==> src/rtl/usr_pkg.sv <==
// Shared mode codes, FSM state type and mode classification for the
// parametrised universal shift register.
package usr_pkg;

  localparam logic [2:0] MODE_HOLD = 3'b000;
  localparam logic [2:0] MODE_SHR  = 3'b001;
  localparam logic [2:0] MODE_SHL  = 3'b010;
  localparam logic [2:0] MODE_LOAD = 3'b011;
  localparam logic [2:0] MODE_ROR  = 3'b100;
  localparam logic [2:0] MODE_ROL  = 3'b101;
  localparam logic [2:0] MODE_ASR  = 3'b110;
  localparam logic [2:0] MODE_CLR  = 3'b111;

  typedef enum logic {
    ST_IDLE = 1'b0,
    ST_RUN  = 1'b1
  } state_t;

  // Shift/rotate modes take their step count from amt; the rest take one step.
  function automatic logic is_shift_mode(input logic [2:0] mode);
    return (mode == MODE_SHR) || (mode == MODE_SHL) || (mode == MODE_ROR) ||
           (mode == MODE_ROL) || (mode == MODE_ASR);
  endfunction

endpackage

==> src/rtl/usr_step.sv <==
// Combinational single-step datapath: computes the next register value and
// the bit leaving the register for one clock of the selected operation.
module usr_step
  import usr_pkg::*;
#(
  parameter int WIDTH = 8
) (
  input  logic [2:0]       mode_i,
  input  logic [WIDTH-1:0] cur_i,
  input  logic [WIDTH-1:0] load_i,
  input  logic             ser_msb_i,
  input  logic             ser_lsb_i,
  output logic [WIDTH-1:0] next_o,
  output logic             out_bit_o,
  output logic             shifted_o
);

  always_comb begin
    next_o    = cur_i;
    out_bit_o = 1'b0;
    shifted_o = 1'b0;
    case (mode_i)
      MODE_HOLD: next_o = cur_i;
      MODE_SHR: begin
        next_o    = {ser_msb_i, cur_i[WIDTH-1:1]};
        out_bit_o = cur_i[0];
        shifted_o = 1'b1;
      end
      MODE_SHL: begin
        next_o    = {cur_i[WIDTH-2:0], ser_lsb_i};
        out_bit_o = cur_i[WIDTH-1];
        shifted_o = 1'b1;
      end
      MODE_LOAD: next_o = load_i;
      MODE_ROR: begin
        next_o    = {cur_i[0], cur_i[WIDTH-1:1]};
        out_bit_o = cur_i[0];
        shifted_o = 1'b1;
      end
      MODE_ROL: begin
        next_o    = {cur_i[WIDTH-2:0], cur_i[WIDTH-1]};
        out_bit_o = cur_i[WIDTH-1];
        shifted_o = 1'b1;
      end
      MODE_ASR: begin
        next_o    = {cur_i[WIDTH-1], cur_i[WIDTH-1:1]};
        out_bit_o = cur_i[0];
        shifted_o = 1'b1;
      end
      MODE_CLR: next_o = '0;
      default:  next_o = cur_i;
    endcase
  end

endmodule

==> src/rtl/universal_shift_reg_n.sv <==
// Universal shift register with multi-bit shift/rotate executed one bit per
// clock behind a start/busy/done handshake.
//
// state   | meaning
// ST_IDLE | waiting for start; operands latched when start=1
// ST_RUN  | applying one step per edge until the step counter expires
module universal_shift_reg_n
  import usr_pkg::*;
#(
  parameter int WIDTH = 8,
  parameter int AMT_W = 4
) (
  input  logic             clk,
  input  logic             clear,
  input  logic             start,
  input  logic [2:0]       S,
  input  logic [AMT_W-1:0] amt,
  input  logic [WIDTH-1:0] I,
  input  logic             ser_msb_in,
  input  logic             ser_lsb_in,
  output logic [WIDTH-1:0] O,
  output logic             sout,
  output logic             busy,
  output logic             done
);

  state_t             state_q, state_d;
  logic [2:0]         mode_q, mode_d;
  logic [WIDTH-1:0]   ldat_q, ldat_d;
  logic [AMT_W-1:0]   cnt_q, cnt_d;
  logic [WIDTH-1:0]   o_q, o_d;
  logic               sout_q, sout_d;
  logic               busy_q, busy_d;
  logic               done_q, done_d;

  logic [WIDTH-1:0]   step_next;
  logic               step_out;
  logic               step_shifted;

  usr_step #(.WIDTH(WIDTH)) u_step (
    .mode_i    (mode_q),
    .cur_i     (o_q),
    .load_i    (ldat_q),
    .ser_msb_i (ser_msb_in),
    .ser_lsb_i (ser_lsb_in),
    .next_o    (step_next),
    .out_bit_o (step_out),
    .shifted_o (step_shifted)
  );

  always_comb begin
    state_d = state_q;
    mode_d  = mode_q;
    ldat_d  = ldat_q;
    cnt_d   = cnt_q;
    o_d     = o_q;
    sout_d  = sout_q;
    busy_d  = busy_q;
    done_d  = 1'b0;
    case (state_q)
      ST_IDLE: begin
        if (start) begin
          state_d = ST_RUN;
          mode_d  = S;
          ldat_d  = I;
          busy_d  = 1'b1;
          cnt_d   = is_shift_mode(S) ? amt : AMT_W'(1);
        end
      end
      ST_RUN: begin
        // A zero count still spends one RUN cycle so done always follows start.
        if (cnt_q != '0) begin
          o_d   = step_next;
          cnt_d = cnt_q - AMT_W'(1);
          if (step_shifted) sout_d = step_out;
        end
        if (cnt_q <= AMT_W'(1)) begin
          state_d = ST_IDLE;
          busy_d  = 1'b0;
          done_d  = 1'b1;
        end
      end
      default: state_d = ST_IDLE;
    endcase
  end

  always_ff @(posedge clk or negedge clear) begin
    if (!clear) begin
      state_q <= ST_IDLE;
      mode_q  <= MODE_HOLD;
      ldat_q  <= '0;
      cnt_q   <= '0;
      o_q     <= '0;
      sout_q  <= 1'b0;
      busy_q  <= 1'b0;
      done_q  <= 1'b0;
    end else begin
      state_q <= state_d;
      mode_q  <= mode_d;
      ldat_q  <= ldat_d;
      cnt_q   <= cnt_d;
      o_q     <= o_d;
      sout_q  <= sout_d;
      busy_q  <= busy_d;
      done_q  <= done_d;
    end
  end

  assign O    = o_q;
  assign sout = sout_q;
  assign busy = busy_q;
  assign done = done_q;

endmodule

==> config.mk <==
export PLATFORM = sky130hd
export DESIGN_NAME = universal_shift_reg_n
export DESIGN_NICKNAME = d
export VERILOG_FILES = /design/src/rtl/usr_pkg.sv /design/src/rtl/usr_step.sv /design/src/rtl/universal_shift_reg_n.sv
export SDC_FILE = /design/constraint.sdc
export NUM_CORES = 1
export LEC_CHECK = 0
export CELL_PAD_IN_SITES_DETAIL_PLACEMENT = 1
export CELL_PAD_IN_SITES_GLOBAL_PLACEMENT = 1
export CORE_MARGIN = 8
export CORE_UTILIZATION = 36
export CTS_BUF_LIST = sky130_fd_sc_hd__clkbuf_4 sky130_fd_sc_hd__clkbuf_8
export DETAILED_ROUTE_END_ITERATION = 8
export PLACE_DENSITY = 0.86
export SLEW_MARGIN = 5
export SYNTH_ARGS = -nofsm -noshare
export SYNTH_HDL_FRONTEND = slang
export SYNTH_SLANG_ARGS = --single-unit
==> constraint.sdc <==
create_clock -name clk -period 1.4 [get_ports clk]
set_input_delay 0.35 -clock clk [delete_from_list [all_inputs] [get_ports clk]]
set_output_delay 0.35 -clock clk [all_outputs]
set_load 0.005 [all_outputs]
==> flow_summary.toml <==
[cells_and_area]
antenna_cells = 0
syn_to_final_growth_pct = 55.42
layout.nets = 250
finish.utilization_pct = 58.34
drive_gt1_share_pct = 38.94
finalInstanceArea_um2 = 2333

[route]
viasPerCell = 5.562
vias = 1535
wl_um = 5272
first_iter_violations = 147
drtAntennaViolNets = 0
wl_per_cell_um = 19.10
first_pass_iters = 4
drc = 0

[die]
die_y_um = 80.58
start_util_pct = 37.54
dieArea_um2 = 6493
io_pins = 31
die_w_um = 80.58
core_um2 = 4000
num_rows = 23

[power]
combPwrFrac_pct = 68.1
cell_internal_pwr_mw = 3.594
irDropWorstVdd_mv = 0.9092
power_frac_clock_pct = 7.8
sequentialPowerShare_pct = 24.1
p_switching_mw = 2.544
power.static_leakage_nw = 1.039
totalPowerFinal_mw = 6.138
power.density_nw_per_um2 = 2631
swShare_pct = 41.45

[yosys]
synth_cell_types = 40
synth_area_per_cell_um2 = 9.813
ys_seq_area_share_pct = 45.00
ys_ff_latch = 27
synth.net_count = 176
syn-cell-area_um2 = 1501
synthCells = 153
ys.warnings.count = 0

[clock_tree]
path_clk_slew_ps = 90
cts_hold_buf = 0
clock-sinks = 27
root_buffer = "clkbuf_8"
numCtsBuffers = 3
clockBufferDepth = 2
tritoncts = "yes"
htreeDepth = 1
insertion_delay_ps = 280

[placed_design]
place_area_um2 = 2138
io_buffers = 30
gp_congestion = 0.8487
place_hpwl_um = 3847

[global_routing]
grt_max_degree = 28
grt_pass1_wl_um = 8597
track_usage_pct = 17.05
grt_pass1_vias = 1682
grt.overflow.total = 0
antenna_found_initial = 0

[sta]
skew_ps = 1.764
tightest_slew_ps = 327.2
hold_viol_final = 0
drv_slew = 0
setup_viol = 10
timing.final.crit_share_pct = 107.3
timing.final.ws_setup_ps = -102.9
fmaxAchievable_mhz = 665.4
slew_headroom_pct = 78.19
rsz0062_at_grt = "true"
period_needed_ps = 1503

[min_path]
hold_path.class = "in -> async"

[worst_setup_path]
startpoint_type = "flip-flop"
slowest_stage = "dfrtp_1"
path_cells = "buf_4, mux2_1, a21oi_2, a31oi_1, mux2_4"
cp.arrival_ps = 1680
worst-r2r-cell-count = 5
rrSetupSlack_ps = -100
max_stage_delay_ps = 430
cp-end-kind = "flip-flop"
crit_path_max_fanout = 4
cp.required_ps = 1570
worst-setup-path-type = "reg -> reg"

[run_status]
status = "complete, but fails checks"
violations = "setup timing"

[run]
max_cap_violations = 0
-- cell type report --
cell class | count | area [um^2]
repair buffers | 77 | 670.6
flip-flops and latches | 27 | 676.9
fillers | 441 | 1667
clock buffers | 4 | 48.80
well taps | 50 | 62.56
multi-input cells | 109 | 837.1
inverters | 9 | 37.54
-- cells in the mapped netlist, drive strengths merged --
library cell   n  share of area, %
a211oi         1              0.50
a21o           1              0.50
a21oi         12               4.0
a221oi         8               5.8
a22o           1              0.58
a2bb2oi        7               4.1
a31oi          1              0.42
a32o           1              0.67
a32oi          1              0.58
and2b          1              0.50
buf            7               2.7
clkbuf         1              0.25
dfrtp         27                45
ha             3               2.5
inv            9               2.2
mux2          10               7.5
mux2i          1              0.67
nand2         24               6.0
nand3          2              0.67
nand4b         1              0.58
nor2           7               1.9
nor2b          1              0.42
nor3           3               1.0
nor3b          1              0.50
nor4           1              0.42
o21a           1              0.50
o21ai          9               3.2
o221ai         1              0.58
o22a           7               4.1
o22ai          1              0.42
o32ai          1              0.58
xor2           1              0.58
-- per-layer routing --
layer  GRT usage, %  vias up  wire, um
met5              0        -         0
met4          8.000        0       161
met3          2.902       13       250
met2          30.63       46      2795
met1          18.88      763      2065
li1               -      713         -
-- metrics by stage --
step	hold slack [ps]	setup slack (ps)	instances	setup TNS, ps
2_1_floorplan	54.41	-77.42	153	-154.9
3_5_place_dp	500.6	-265.6	264	-4102
5_1_grt	433.0	-176.5	276	-1521
3_3_place_gp	479.6	-236.3	264	-3204
4_1_cts	422.1	-89.60	273	-427.2
6_report	419.9	-102.9	276	-775.1
-- repair_timing --
| item | 4_1_cts | 5_1_grt |
|---|---|---|
| pin swaps | 3 | 6 |
| cloned | 1 | 0 |
| setup buffers | 5 | 3 |
| setup endpoints to repair | 21 | 22 |
| resized for setup | 24 | 18 |
-- critical path: cells and delay by family, from the launching register on --
kind,cells,cell delay (ps)
AOI/OAI and AO/OA,2,190
DFF,1,430
buffers and inverters,1,160
muxes,2,620
-- state kept, by name, indices dropped and copies added (netlist names) --
signal	cells
O	8
busy	1
cnt_q	4
done	1
ldat_q	8
mode_q	3
sout	1
state_q	1
-- final timing paths --
check	from	to
hold / removal	clear	O[4]
max in group asynchronous	clear	mode_q[1]
setup reg to reg	mode_q[2]	sout
setup / recovery	mode_q[2]	sout
hold reg to reg	busy	busy
min in group clk	busy	busy
-- power groups by stage --
stage | sequential, mW | clock [mW] | combinational, mW
global route | 1.52 | 0.510 | 4.55
detailed placement | 1.49 | 0 | 3.67
global placement | 1.44 | 0 | 3.45
finish | 1.48 | 0.480 | 4.18
floorplan | 1.52 | 0 | 1.94
CTS | 1.46 | 0.489 | 3.88
-- cells by family (layout without fill, tap and decap cells) --
family | after synthesis | count (layout) | synth area share [%]
multiplexers | 11 | 11 | 8.167
adder cells (fa/ha/maj) | 3 | 3 | 2.500
buffers and inverters | 17 | 90 | 5.166
XOR/XNOR | 1 | 1 | 0.5834
AO/OA/AOI/OAI | 53 | 53 | 26.59
flip-flops | 27 | 27 | 45.00
AND/OR/NAND/NOR | 41 | 41 | 12.00
-- placed cells by master, fill, tap and decap left out, drive strengths merged, types with 2 or more instances in the layout --
cell type / instances
buf: 47
dfrtp: 27
nand2: 24
clkdlybuf4s50: 19
a21oi: 12
dlygate4sd2: 11
mux2: 10
o21ai: 9
a221oi: 8
inv: 8
a2bb2oi: 7
o22a: 7
nor2: 7
clkbuf: 4
nor3: 3
ha: 3
nand3: 2
No activity file was read; power rests on OpenSTA's default activity.
